$ cat config.mk
export PLATFORM = sky130hd
export DESIGN_NAME = ram_arb
export DESIGN_NICKNAME = d
export VERILOG_FILES = /design/src/rtl/ram_ctrl_pkg.sv /design/src/rtl/rr_arb2.sv /design/src/rtl/ram_arb.sv
export SDC_FILE = /design/constraint.sdc
export NUM_CORES = 1
export LEC_CHECK = 0
export CAP_MARGIN = 20
export CELL_PAD_IN_SITES_DETAIL_PLACEMENT = 1
export CELL_PAD_IN_SITES_GLOBAL_PLACEMENT = 2
export CORE_MARGIN = 2
export CORE_UTILIZATION = 10
export CTS_CLUSTER_DIAMETER = 100
export CTS_CLUSTER_SIZE = 40
export DETAILED_ROUTE_END_ITERATION = 7
export PLACE_DENSITY = 0.84
export SETUP_SLACK_MARGIN = 0.4
export SYNTH_ARGS = -nofsm -noshare
export SYNTH_HDL_FRONTEND = slang
export SYNTH_SLANG_ARGS = --single-unit
$ cat constraint.sdc
create_clock -name clk_i -period 4.4 [get_ports clk_i]
set_input_delay 1.32 -clock clk_i [delete_from_list [all_inputs] [get_ports clk_i]]
set_output_delay 1.32 -clock clk_i [all_outputs]
set_load 0.01 [all_outputs]
$ cat src/rtl/ram_ctrl_pkg.sv
// rtl/ram_ctrl_pkg.sv - shared constants and FSM encoding for the RAM arbiter
// Purpose: state encoding of the ownership FSM, default burst limit and the
// width of the burst counter. No ports.
package ram_ctrl_pkg;

  typedef enum logic [1:0] {
    ST_IDLE = 2'd0,
    ST_OWN0 = 2'd1,
    ST_OWN1 = 2'd2
  } arb_state_t;

  localparam int DEFAULT_MAX_BURST = 4;

  // MAX_BURST is limited to 1..15, so four bits always hold the count
  localparam int CNT_WIDTH = 4;

endpackage

$ cat src/rtl/rr_arb2.sv
// rtl/rr_arb2.sv - two-way round-robin arbiter with a burst limit
// Purpose: picks at most one of two requesters per cycle. The current owner
// keeps the grant until it stops requesting, or until it has held the grant
// for MAX_BURST cycles while the other port waits.
// Ports:
//   clk_i, rst_ni     clock, asynchronous active-low reset
//   req0_i, req1_i    access requests
//   gnt0_o, gnt1_o    grants, combinational from state and requests
module rr_arb2
  import ram_ctrl_pkg::*;
#(
  parameter int MAX_BURST = DEFAULT_MAX_BURST
) (
  input  logic clk_i,
  input  logic rst_ni,
  input  logic req0_i,
  input  logic req1_i,
  output logic gnt0_o,
  output logic gnt1_o
);

  localparam logic [CNT_WIDTH-1:0] CNT_MAX = CNT_WIDTH'(MAX_BURST);
  localparam logic [CNT_WIDTH-1:0] CNT_ONE = CNT_WIDTH'(1);

  arb_state_t             state;
  logic                   rr;
  logic [CNT_WIDTH-1:0]   cnt;
  logic                   pick0;
  logic                   pick1;

  always_comb begin
    pick0 = 1'b0;
    pick1 = 1'b0;
    case (state)
      ST_IDLE: begin
        if (req0_i && req1_i) begin
          pick0 = ~rr;
          pick1 = rr;
        end else begin
          pick0 = req0_i;
          pick1 = req1_i;
        end
      end
      // the owner yields only when its burst is used up and the other waits
      ST_OWN0: begin
        if (req0_i && !(req1_i && cnt == CNT_MAX)) pick0 = 1'b1;
        else                                       pick1 = req1_i;
      end
      ST_OWN1: begin
        if (req1_i && !(req0_i && cnt == CNT_MAX)) pick1 = 1'b1;
        else                                       pick0 = req0_i;
      end
      default: begin
        pick0 = 1'b0;
        pick1 = 1'b0;
      end
    endcase
  end

  // grants are forced low for the whole time reset is held
  assign gnt0_o = pick0 & rst_ni;
  assign gnt1_o = pick1 & rst_ni;

  always_ff @(posedge clk_i or negedge rst_ni) begin
    if (!rst_ni) begin
      state <= ST_IDLE;
      rr    <= 1'b0;
      cnt   <= '0;
    end else begin
      if (pick0) begin
        if (state == ST_OWN0) cnt <= (cnt == CNT_MAX) ? cnt : cnt + CNT_ONE;
        else                  cnt <= CNT_ONE;
        // ownership moving away from port 1 records port 1 in rr
        if (state == ST_OWN1) rr <= 1'b1;
        state <= ST_OWN0;
      end else if (pick1) begin
        if (state == ST_OWN1) cnt <= (cnt == CNT_MAX) ? cnt : cnt + CNT_ONE;
        else                  cnt <= CNT_ONE;
        if (state == ST_OWN0) rr <= 1'b0;
        state <= ST_OWN1;
      end else begin
        state <= ST_IDLE;
        cnt   <= '0;
      end
    end
  end

endmodule

$ cat src/rtl/ram_arb.sv
// rtl/ram_arb.sv - two-port arbiter in front of a single-port registered RAM
// Purpose: muxes the granted port onto the RAM strobes/address/data and
// returns read data one cycle later to the port that issued the read.
// Ports:
//   clk_i, rst_ni                      clock, asynchronous active-low reset
//   req*_i, we*_i, addr*_i, wdata*_i   per-port access request
//   gnt*_o                             per-port grant (combinational)
//   rvalid*_o, rdata*_o                per-port read return, rdata 0 if not valid
//   ram_we_o, ram_rd_o, ram_addr_o,
//   ram_wdata_o, ram_rdata_i           single-port RAM interface
module ram_arb
  import ram_ctrl_pkg::*;
#(
  parameter int DATA_WIDTH = 32,
  parameter int ADDR_WIDTH = 10,
  parameter int MAX_BURST  = DEFAULT_MAX_BURST
) (
  input  logic                  clk_i,
  input  logic                  rst_ni,
  input  logic                  req0_i,
  input  logic                  we0_i,
  input  logic [ADDR_WIDTH-1:0] addr0_i,
  input  logic [DATA_WIDTH-1:0] wdata0_i,
  input  logic                  req1_i,
  input  logic                  we1_i,
  input  logic [ADDR_WIDTH-1:0] addr1_i,
  input  logic [DATA_WIDTH-1:0] wdata1_i,
  output logic                  gnt0_o,
  output logic                  gnt1_o,
  output logic                  rvalid0_o,
  output logic                  rvalid1_o,
  output logic [DATA_WIDTH-1:0] rdata0_o,
  output logic [DATA_WIDTH-1:0] rdata1_o,
  output logic                  ram_we_o,
  output logic                  ram_rd_o,
  output logic [ADDR_WIDTH-1:0] ram_addr_o,
  output logic [DATA_WIDTH-1:0] ram_wdata_o,
  input  logic [DATA_WIDTH-1:0] ram_rdata_i
);

  logic gnt0;
  logic gnt1;
  logic pend_valid;
  logic pend_port;

  rr_arb2 #(
    .MAX_BURST (MAX_BURST)
  ) u_arb (
    .clk_i  (clk_i),
    .rst_ni (rst_ni),
    .req0_i (req0_i),
    .req1_i (req1_i),
    .gnt0_o (gnt0),
    .gnt1_o (gnt1)
  );

  assign gnt0_o = gnt0;
  assign gnt1_o = gnt1;

  always_comb begin
    ram_we_o    = 1'b0;
    ram_rd_o    = 1'b0;
    ram_addr_o  = '0;
    ram_wdata_o = '0;
    if (gnt0) begin
      ram_we_o    = we0_i;
      ram_rd_o    = ~we0_i;
      ram_addr_o  = addr0_i;
      ram_wdata_o = wdata0_i;
    end else if (gnt1) begin
      ram_we_o    = we1_i;
      ram_rd_o    = ~we1_i;
      ram_addr_o  = addr1_i;
      ram_wdata_o = wdata1_i;
    end
  end

  // One-entry pending register: the RAM answers exactly one cycle after the
  // read strobe, so a single slot is reloaded every cycle and a following
  // write cannot overwrite a read that is still in flight.
  always_ff @(posedge clk_i or negedge rst_ni) begin
    if (!rst_ni) begin
      pend_valid <= 1'b0;
      pend_port  <= 1'b0;
    end else begin
      pend_valid <= ram_rd_o;
      pend_port  <= gnt1;
    end
  end

  assign rvalid0_o = pend_valid & ~pend_port;
  assign rvalid1_o = pend_valid &  pend_port;

  // the RAM floats its output when idle; gating keeps Z off the ports
  assign rdata0_o = rvalid0_o ? ram_rdata_i : '0;
  assign rdata1_o = rvalid1_o ? ram_rdata_i : '0;

endmodule
==> key figures, run 1 <==
Global route
  • Gr usage total: 0.115
  • Grt total ovfl: 0
  • First-pass GRT wire length: 14500 um
  • Initial antenna violation count: 0
  • Vias in the first global route: between 2000 and 3000
  • Largest net degree at the start of global routing: 35

Clock tree
  • CTS tree: done
  • Cts hold-fix bufs: 0
  • Clock net sink count: 9
  • Root Buffer: clkbuf_16
  • Clk slew on worst S/H paths: 40 ps
  • Deepest clock path buffer count: 2
  • Cts bufs inserted: 3
  • CTS HTree Levels: 1
  • Clk Latency, worst-skew pair: approximately 230 ps

Timing
  • Fmax: ~250 MHz
  • Setup violators final: 0
  • Final Critical Period: 3960 ps
  • Rel. slew slack: 0.745
  • Crit share post-route: 0.901
  • Setup TNS: 0 ps
  • Clk_skew: 0.667 ps
  • Hold slack: 570 ps
  • Final slew viol count: 0
  • Fin. Hold Viols: 0
  • RSZ-0062 raised after global routing: yes
  • Worst Tran Pin Value: 378 ps

Job
  • Maxcap violations: 0

Floorplanning
  • Io pins: 234
  • Initial Utilization: 0.103
  • Die X: 126 um
  • Die height: 126 um
  • FP Rows: 44
  • Core area: 14600 sq um
  • Die Footprint: 16000 sq um

Setup path
  • RR Startpoint: u_arb.cnt[0]$_DFF_PN0_
  • R2R Path End: pend_valid$_DFF_PN0_
  • Setup CP Type: in -> out
  • Worst setup endpoint: ram_wdata_o[15]
  • CP arrival: 2640 ps
  • Crit end category: output port
  • Crit path from: req1_i
  • R2r setup slk: 2320 ps
  • CP Data Required Time: 3080 ps
  • Startpoint Class: input pin
  • Worst Reg2Reg Path Length in Cells: 9
  • Max FO, Critical Path: 7

Routing
  • WL per Instance: 16.7 um
  • Post-route ant nets: 0
  • Via density: 4.02
  • Detailed Routing Iterations Pass 1: 4
  • Initial DRC Count: between 50 and 60
  • Vias: 2442
  • DRT Wirelength: 10100 um
  • Drc violations: 0

Logic synthesis
  • Mapped Cells: between 150 and 200
  • Synthesized cell area: 1500 sq um
  • Synth warnings: 0
  • Mapped Nets: a little over 300
  • Yosys cell types: 35
  • Syn_area_per_cell: about 8.2 sq um
  • Post-synthesis sequential area ratio: 0.150
  • Synthesized flop and latch total: 9

Layout
  • Sequential standard cell area: 225 sq um
  • # diodes: 0
  • Final-layout fill cell count: 1700
  • Fin nets: 549
  • Multi-input gate area: 1140 sq um
  • Share of layout cells above drive strength 1: 0.156
  • Core Util, Final: 0.281
  • Area growth, synth to finish: 173%
  • Most frequent cells in the layout: clkdlybuf4s50_1 (184), a22o_1 (43), and2_1 (34), and3_1 (32), clkbuf_2 (21)
  • Finished Layout Cells: 608
  • Commonest non-fill, non-tap cell in the layout: clkdlybuf4s50_1

Power and ir drop
  • Clock Power Share: 0.240
  • Sw Pwr: 216 uW
  • Peak VDD IR: about 0.097 mV
  • Combinational power share: 0.612
  • Reg power frac: 0.147
  • Pwr dens: 163 nW/um^2
  • Pleak: approximately 1.8 nW
  • Internal Power: 453 uW
  • Switching part of the total power: 0.323
  • Total power: 669 uW

Run status
  • Status: finished, final reports clean

Placed design
  • Cells after DPL: 593
  • DPL Wire Length: 7710 um
  • RD Place Congestion: 0.844
  • Port Buffer Count: approximately 230

Worst hold path
  • Hold Crit Class: reg -> reg
==> power groups by stage <==
stage | clock [mW] | combinational (mW) | sequential [mW]
2_1_floorplan | 0 | 0.160 | 0.0995
5_1_grt | 0.169 | 0.439 | 0.101
6_report | 0.161 | 0.410 | 0.0987
3_5_place_dp | 0 | 0.414 | 0.0999
3_3_place_gp | 0 | 0.406 | 0.0996
4_1_cts | 0.164 | 0.412 | 0.0987
==> registers in the layout (all words and copies together), names as in the netlist <==
name,count
pend_port,1
u_arb.rr,1
pend_valid,1
u_arb.state,2
u_arb.cnt,4
==> per-stage QoR <==
stage | worst slack [ps] | instance area [sq um]
2_1_floorplan | 700 | 1500
3_3_place_gp | -404 | 4010
3_5_place_dp | -461 | 4010
4_1_cts | 338 | 4120
5_1_grt | 398 | 4100
6_report | 437 | 4100
==> area by class of cell <==
| type | instances | share of cell area |
|---|---|---|
| multi-input combinational | 155 | 0.278 |
| inverter | 4 | 0.00489 |
| timing repair buffer | 252 | 0.586 |
| sequential | 9 | 0.0550 |
| clock buffer | 4 | 0.0192 |
| tap | 184 | 0.0562 |
==> timing repair <==
action,in CTS,in global routing
cloned,6,0
buffers inserted,2,3
pin swaps,7,5
resized for setup,81,65
setup endpoints to repair,46,40
==> layer usage <==
| metal | GRT usage | vias to the layer above | wire length (um) |
|---|---|---|---|
| met5 | 0 | - | 0 |
| met4 | 0.0233 | 0 | 100 |
| met3 | 0.0164 | 8 | 694 |
| met2 | 0.215 | 143 | 5210 |
| met1 | 0.138 | 1129 | 4130 |
| li1 | - | 1162 | - |
==> Yosys cell counts, drive strengths merged <==
master	n	area, sq um
a22o	43	377
nand2b	1	6.26
dfrtp	9	225
and3	32	200
nor3	1	5.00
nor2b	3	21.3
nand3	1	5.00
a31oi	1	6.26
xnor2	2	17.5
and3b	1	8.76
nand3b	2	27.5
o22ai	1	6.26
o311ai	1	26.3
a21oi	7	46.3
ha	2	25.0
mux2	1	15.0
o311a	1	10.0
and2	35	221
and2b	1	7.51
inv	4	15.0
nor2	3	11.3
a21boi	2	15.0
clkbuf	10	37.5
buf	9	125
nand2	7	28.8
o21ai	2	10.0
==> worst max-delay path: stages <==
cell      delay [ps]
buf_8             80
inv_4             30
o311ai_4         310
a21oi_4          100
and2_4           190
buf_12           130
buf_6            100
a22o_1           230
buf_2            150
==> how the worst min path moves through the flow <==
stage,startpoint,end,slack [ps],cells past startpoint
detailed placement,u_arb.cnt[3]$_DFF_PN0_,u_arb.cnt[3]$_DFF_PN0_,570,2
CTS,u_arb.cnt[3]$_DFF_PN0_,u_arb.cnt[3]$_DFF_PN0_,570,2
floorplan,u_arb.cnt[3]$_DFF_PN0_,u_arb.cnt[3]$_DFF_PN0_,520,2
global placement,u_arb.cnt[3]$_DFF_PN0_,u_arb.cnt[3]$_DFF_PN0_,550,2
finish,u_arb.cnt[3]$_DFF_PN0_,u_arb.cnt[3]$_DFF_PN0_,570,2
global route,u_arb.cnt[3]$_DFF_PN0_,u_arb.cnt[3]$_DFF_PN0_,630,2
==> kinds of logic after synthesis <==
logic type / count (synthesis) / share of synthesized area
buffers and inverters: 23 / 0.118
and+or+nand+nor: 87 / 0.362
AOI/OAI and AO/OA: 58 / 0.331
muxes: 1 / 0.0100
adders and majority gates: 2 / 0.0167
xor gates and xnor gates: 2 / 0.0117
DFF: 9 / 0.150
Note: power is estimated with default switching activity, not from simulation.
==> run 2, diff against run 1 <==
--- a/config.mk
+++ b/config.mk
@@ -5,6 +5,7 @@
 export SDC_FILE = /design/constraint.sdc
 export NUM_CORES = 1
 export LEC_CHECK = 0
+export ABC_CLOCK_PERIOD_IN_PS = 4400
 export CAP_MARGIN = 20
 export CELL_PAD_IN_SITES_DETAIL_PLACEMENT = 1
 export CELL_PAD_IN_SITES_GLOBAL_PLACEMENT = 2
==> constraint.sdc (replaced) <==
create_clock -name clk_i -period 4.4 [get_ports clk_i]
set_input_delay 0.44 -clock clk_i [delete_from_list [all_inputs] [get_ports clk_i]]
set_output_delay 0.44 -clock clk_i [all_outputs]
set_load 0.01 [all_outputs]
==> key figures, run 2 (synthesis gave the netlist of run 1 again) <==
Run status
  • Status: finished, final reports clean (unchanged)

Layout
  • Post-route cell area: 4000 sq um (was 4100 sq um)
  • Max reg flops: 4 (unchanged)
  • Top Registers: u_arb.cnt (4), u_arb.state (2) (unchanged)
  • Most frequent cells in the layout: clkdlybuf4s50_1 (233), a22o_1 (43), and2_1 (34), and3_1 (32), dfrtp_1 (9) (was clkdlybuf4s50_1 (184), a22o_1 (43), and2_1 (34), and3_1 (32), clkbuf_2 (21))
  • Commonest non-fill, non-tap cell in the layout: clkdlybuf4s50_1 (unchanged)
  • Top reg by flops: u_arb.cnt (unchanged)
  • Share of layout cells above drive strength 1: 0.0372 (was 0.156)
  • Area growth, synth to finish: 167% (was 173%)
  • # diodes: 0 (unchanged)
  • Fin nets: 528 (was 549)

Setup path
  • RR Startpoint: u_arb.cnt[0]$_DFF_PN0_ (unchanged)
  • CP arrival: 2980 ps (was 2640 ps)
  • Worst Reg2Reg Path Length in Cells: 7 (was 9)
  • Startpoint Class: register (was input pin)
  • Worst setup endpoint: ram_wdata_o[8] (was ram_wdata_o[15])
  • Buf/Inv on CP: 3 (was 5)
  • CP top delay family: buffers and inverters (was compound AO/OA/AOI/OAI gates)
  • CP Data Required Time: 3960 ps (was 3080 ps)
  • Worst path depth: 9 (unchanged)
  • Crit path from: u_arb.cnt[0]$_DFF_PN0_ (was req1_i)
  • CP peak stage delay: 570 ps (was 310 ps)
  • R2R Path End: pend_port$_DFF_PN0_ (was pend_valid$_DFF_PN0_)
  • Critical-path top delay cell: inv_2 (was o311ai_4)
  • Setup CP Type: reg -> out (was in -> out)
  • Worst path cell trace: inv_1, ha_1, nand3b_4, a21boi_1, o311a_1, nand2_2, inv_2, a22o_1, clkdlybuf4s50_1 (was buf_8, inv_4, o311ai_4, a21oi_4, and2_4, buf_12, buf_6, a22o_1, buf_2)
  • Crit end category: output port (unchanged)
  • Max FO, Critical Path: 45 (was 7)
  • R2r setup slk: 2320 ps (about the same)

Timing
  • Crit share post-route: 0.778 (was 0.901)
  • Final WS setup: 979 ps (was 437 ps)
  • Setup TNS: 0 ps (unchanged)
  • Worst Tran Pin Value: 764 ps (was 378 ps)
  • Final slew viol count: 0 (unchanged)
  • Final Critical Period: 3420 ps (was 3960 ps)
  • RSZ-0062 raised after global routing: no (was yes)
  • Hold slack: 572 ps (was 570 ps)
  • Fmax: 292 MHz (was 252 MHz)
  • Rel. slew slack: 0.490 (was 0.745)
  • Clk_skew: 4.69 ps (was 0.667 ps)
  • Fin. Hold Viols: 0 (unchanged)
  • Setup violators final: 0 (unchanged)

Routing
  • WL per Instance: 15.7 um (was 16.7 um)
  • Post-route ant nets: 0 (unchanged)
  • Via density: 3.97 (was 4.02)
  • Vias: 2331 (was 2442)
  • Detailed Routing Iterations Pass 1: 5 (was 4)
  • Initial DRC Count: 52 (was 55)
  • DRT Wirelength: 9210 um (was 10100 um)
  • Drc violations: 0 (unchanged)

Job
  • Maxcap violations: 0 (unchanged)

Global route
  • Initial antenna violation count: 0 (unchanged)
  • Gr usage total: 0.103 (was 0.115)
  • Grt total ovfl: 0 (unchanged)
  • Largest net degree at the start of global routing: 46 (was 35)
  • First-pass GRT wire length: 13300 um (was 14500 um)
  • Vias in the first global route: 2357 (was 2507)

Clock tree
  • CTS HTree Levels: 1 (unchanged)
  • Clock net sink count: 9 (unchanged)
  • Cts bufs inserted: 3 (unchanged)
  • Clk slew on worst S/H paths: 40 ps (about the same)
  • Deepest clock path buffer count: 2 (unchanged)
  • CTS tree: done (unchanged)
  • Root Buffer: clkbuf_16 (unchanged)
  • Clk Latency, worst-skew pair: 240 ps (was 230 ps)
  • Post CTS Setup Buffer Count: 0 (was 2)
  • Post-CTS Resized: 0 (was 81)
  • Cts hold-fix bufs: 0 (unchanged)

Power and ir drop
  • Peak VDD IR: 0.106 mV (was 0.0973 mV)
  • Pleak: 1.62 nW (was 1.79 nW)
  • Pwr dens: 165 nW/um^2 (was 163 nW/um^2)

Floorplanning
  • Die height: 126 um (unchanged)
  • FP Rows: 44 (unchanged)
  • Core area: 14600 sq um (unchanged)
  • Die X: 126 um (unchanged)
  • Io pins: 234 (unchanged)
  • Initial Utilization: 0.103 (unchanged)
  • Die Footprint: 16000 sq um (unchanged)

Placed design
  • Place WS: 1020 ps (was -461 ps)
  • DPL Wire Length: 7740 um (was 7710 um)
  • Placed Area: 3920 sq um (was 4010 sq um)
  • RD Place Congestion: 0.920 (was 0.844)
  • Port Buffer Count: 233 (unchanged)

Worst hold path
  • Hold Crit Class: in -> async (was reg -> reg)
run 2: cell count changes in the layout (fill, tap and decap cells not counted):
cell / before / now
buf_6: 1 / 0
clkdlybuf4s15_2: 3 / 0
clkbuf_2: 21 / 0
buf_8: 1 / 0
buf_2: 4 / 0
buf_16: 1 / 0
clkdlybuf4s15_1: 17 / 0
inv_4: 2 / 0
inv_2: 0 / 2
buf_4: 16 / 3
and2_4: 6 / 1
buf_12: 2 / 0
clkdlybuf4s50_1: 184 / 233
dlygate4sd2_1: 2 / 0
run 2: area by class of cell:
cell class | instances | area [sq um]
sequential | 9 | 225
tap | 184 | 230
multi-input combinational | 150 | 1100
fill | 1675 | 10600
clock buffer | 4 | 78.8
timing repair buffer | 236 | 2350
inverter | 4 | 15.0
run 2: worst min-delay path by stage:
stage,end,slack (ps),depth (start not counted)
6_report,u_arb.rr$_DFFE_PN0P_,570,1
3_3_place_gp,u_arb.cnt[3]$_DFF_PN0_,540,2
2_1_floorplan,pend_port$_DFF_PN0_,140,0
4_1_cts,u_arb.rr$_DFFE_PN0P_,590,1
3_5_place_dp,u_arb.cnt[3]$_DFF_PN0_,590,2
5_1_grt,u_arb.rr$_DFFE_PN0P_,620,1
run 2: metal layers:
metal / vias up / global-route usage / wire length (um)
li1: 1117 / - / -
met1: 1069 / 0.118 / 3580
met2: 139 / 0.195 / 4720
met3: 6 / 0.0245 / 827
met4: 0 / 0.0168 / 87
met5: - / 0 / 0
run 2: power by group:
| group | internal, mW | leakage, nW | switching, mW |
|---|---|---|---|
| Clock | 0.121 | 0.0382 | 0.0410 |
| Sequential | 0.0911 | 0.119 | 0.00828 |
| Combinational | 0.243 | 1.46 | 0.155 |
| Total | 0.456 | 1.62 | 0.205 |
run 2: metrics by stage:
| stage | power, mW | utilization | std cells |
|---|---|---|---|
| after floorplan | 0.259 | - | 182 |
| after global placement | 0.493 | 0.269 | 583 |
| after detailed placement | 0.503 | 0.269 | 583 |
| after CTS | 0.672 | 0.274 | 587 |
| after global routing | 0.699 | 0.274 | 587 |
| final | 0.660 | 0.274 | 587 |
run 2: worst register-to-register path, cell delays in order (launching register included):
cell      delay [ps]
dfrtp_1          390
inv_1            100
ha_1             240
nand3b_4         120
a21boi_1         160
o311a_1          220
nand2_2           80
inv_2            570
==> run 3, diff against run 2 <==
--- a/config.mk
+++ b/config.mk
@@ -5,7 +5,7 @@
 export SDC_FILE = /design/constraint.sdc
 export NUM_CORES = 1
 export LEC_CHECK = 0
-export ABC_CLOCK_PERIOD_IN_PS = 4400
+export ABC_CLOCK_PERIOD_IN_PS = 2900
 export CAP_MARGIN = 20
 export CELL_PAD_IN_SITES_DETAIL_PLACEMENT = 1
 export CELL_PAD_IN_SITES_GLOBAL_PLACEMENT = 2
@@ -14,7 +14,7 @@
 export CTS_CLUSTER_DIAMETER = 100
 export CTS_CLUSTER_SIZE = 40
 export DETAILED_ROUTE_END_ITERATION = 7
-export PLACE_DENSITY = 0.84
+export PLACE_DENSITY = 0.87
 export SETUP_SLACK_MARGIN = 0.4
 export SYNTH_ARGS = -nofsm -noshare
 export SYNTH_HDL_FRONTEND = slang
==> constraint.sdc (replaced) <==
create_clock -name clk_i -period 2.9 [get_ports clk_i]
set_input_delay 0.29 -clock clk_i [delete_from_list [all_inputs] [get_ports clk_i]]
set_output_delay 0.29 -clock clk_i [all_outputs]
set_load 0.01 [all_outputs]
==> key figures, run 3 (synthesis gave the netlist of run 1 again) <==
Setup path
  • Crit path from: u_arb.cnt[0]$_DFF_PN0_ (unchanged)
  • R2R Path End: pend_valid$_DFF_PN0_ (was pend_port$_DFF_PN0_)
  • RR Startpoint: u_arb.cnt[0]$_DFF_PN0_ (unchanged)
  • Crit end category: output port (unchanged)
  • CP Data Required Time: 2610 ps (was 3960 ps)
  • Max FO, Critical Path: 22 (was 45)
  • CP arrival: 2270 ps (was 2980 ps)
  • Startpoint Class: register (unchanged)
  • Worst setup endpoint: gnt1_o (was ram_wdata_o[8])
  • Worst Reg2Reg Path Length in Cells: 9 (was 7)
  • Setup CP Type: reg -> out (unchanged)
  • R2r setup slk: 1110 ps (was 2320 ps)

Placed design
  • Cells after DPL: 589 (was 583)
  • RD Place Congestion: 0.931 (was 0.920)
  • Port Buffer Count: 233 (unchanged)
  • DPL Wire Length: 7900 um (was 7740 um)
  • Place WS: -90.1 ps (was 1020 ps)

Routing
  • Drc violations: 0 (unchanged)
  • Post-route ant nets: 0 (unchanged)
  • Via density: 4.11 (was 3.97)
  • WL per Instance: 17.1 um (was 15.7 um)
  • Detailed Routing Iterations Pass 1: 4 (was 5)
  • Vias: 2578 (was 2331)
  • DRT Wirelength: 10700 um (was 9210 um)
  • Initial DRC Count: 58 (was 52)

Timing
  • Final WS setup: 337 ps (was 979 ps)
  • Fin. Hold Viols: 0 (unchanged)
  • Setup violators final: 0 (unchanged)
  • RSZ-0062 raised after global routing: yes (was no)
  • Fmax: 390 MHz
  • Final slew viol count: 0 (unchanged)
  • Rel. slew slack: 0.606 (was 0.490)
  • Clk_skew: 6.36 ps (was 4.69 ps)
  • Final Critical Period: 2560 ps
  • Crit share post-route: 0.884
  • Hold slack: 558 ps (was 572 ps)
  • Worst Tran Pin Value: 590 ps (was 764 ps)

Layout
  • Most frequent cells in the layout: clkdlybuf4s50_1 (187), a22o_1 (43), and2_1 (34), and3_1 (32), buf_4 (27) (was clkdlybuf4s50_1 (233), a22o_1 (43), and2_1 (34), and3_1 (32), dfrtp_1 (9))
  • Commonest non-fill, non-tap cell in the layout: clkdlybuf4s50_1 (unchanged)
  • Top reg by flops: u_arb.cnt (unchanged)
  • Area growth, synth to finish: 183% (was 167%)
  • Multi-input gate area: 1190 sq um (was 1100 sq um)
  • Finished Layout Cells: 627 (was 587)
  • Max reg flops: 4 (unchanged)
  • Final-layout fill cell count: 1730 (was 1675)
  • # diodes: 0 (unchanged)
  • Fin nets: 568 (was 528)
  • Core Util, Final: 0.291 (was 0.274)
  • Sequential standard cell area: 226 sq um (was 225 sq um)
  • Top Registers: u_arb.cnt (4), u_arb.state (2) (unchanged)
  • Share of layout cells above drive strength 1: 0.221 (was 0.0372)

Power and ir drop
  • Pwr dens: 256 nW/um^2 (was 165 nW/um^2)
  • Pleak: 1.90 nW (was 1.62 nW)
  • Total power: 1.09 mW (was 660 uW)
  • Peak VDD IR: 0.164 mV (was 0.106 mV)

Floorplanning
  • Die X: 126 um (unchanged)
  • Core area: 14600 sq um (unchanged)
  • Die Footprint: 16000 sq um (unchanged)
  • FP Rows: 44 (unchanged)
  • Die height: 126 um (unchanged)
  • Io pins: 234 (unchanged)
  • Initial Utilization: 0.103 (unchanged)

Clock tree
  • Cts bufs inserted: 3 (unchanged)
  • CTS tree: done (unchanged)
  • Clk slew on worst S/H paths: 40 ps (about the same)
  • Root Buffer: clkbuf_16 (unchanged)
  • Clock net sink count: 9 (unchanged)
  • CTS HTree Levels: 1 (unchanged)
  • Cts hold-fix bufs: 0 (unchanged)
  • Clk Latency, worst-skew pair: 240 ps (about the same)
  • Deepest clock path buffer count: 2 (unchanged)

Run status
  • Status: finished, final reports clean (unchanged)

Global route
  • Grt total ovfl: 0 (unchanged)
  • Initial antenna violation count: 0 (unchanged)
  • Gr usage total: 0.125 (was 0.103)
  • First-pass GRT wire length: 15800 um (was 13300 um)
  • Largest net degree at the start of global routing: 34 (was 46)
  • Vias in the first global route: 2774 (was 2357)

Worst hold path
  • Hold Crit Class: in -> reg (was in -> async)
  • Number of cells on the worst hold path: 2

Job
  • Maxcap violations: 0 (unchanged)
[run 3: cell count changes in the layout (fill, tap and decap cells not counted), sizes merged]
cell	delta
inv	+1
dlygate4sd2	+3
buf	+45
and2	+6
clkbuf	+25
clkdlybuf4s50	-46
clkdlybuf4s15	+6
[run 3: per-stage QoR]
stage,setup TNS (ps),area (sq um)
after floorplan,0,1500
after global placement,-9.29,3970
after detailed placement,-1060,3970
after CTS,0,4240
after global routing,0,4250
final,0,4250
[run 3: how the worst min path moves through the flow]
stage / endpoint / startpoint / slack (ps)
finish: u_arb.state[1]$_DFF_PN0_ / req1_i / 560
global route: u_arb.state[1]$_DFF_PN0_ / req1_i / 560
CTS: u_arb.state[1]$_DFF_PN0_ / req1_i / 570
detailed placement: u_arb.cnt[3]$_DFF_PN0_ / u_arb.cnt[3]$_DFF_PN0_ / 590
global placement: u_arb.cnt[3]$_DFF_PN0_ / u_arb.cnt[3]$_DFF_PN0_ / 560
floorplan: pend_port$_DFF_PN0_ / rst_ni / -6
[run 3: worst max-delay path, stage by stage, from the launching register on]
cell and delay, ps:
dfrtp_1 390, inv_2 90, ha_4 140, nand3b_4 90, a21boi_1 200, o311a_4 270, nand2_8 90, inv_8 190
clkdlybuf4s50_1 570
[run 3: power by group]
| part | leakage, nW | switching [mW] | internal, mW |
|---|---|---|---|
| logic | 1.74 | 0.279 | 0.410 |
| registers | 0.118 | 0.0130 | 0.139 |
| clock network | 0.0382 | 0.0641 | 0.184 |
[run 3: area by class of cell]
type / count / share of cell area
repair buffers: 269 / 0.585
inverters: 4 / 0.00648
flip-flops and latches: 9 / 0.0533
multi-input cells: 156 / 0.280
well taps: 184 / 0.0542
clock buffers: 4 / 0.0186
repair inverters: 1 / 0.00265
[run 3: repair_timing]
action	in CTS	in global routing
endpoints found under the setup margin	46	41
buffers inserted	20	7
pin swaps	2	9
resized for setup	96	73
cloned	7	0
[run 3: per-layer routing]
metal,GRT usage,vias up,share of wire
li1,-,1203,-
met1,0.142,1205,0.39
met2,0.237,159,0.51
met3,0.0266,11,0.082
met4,0.0304,0,0.014
met5,0,-,0
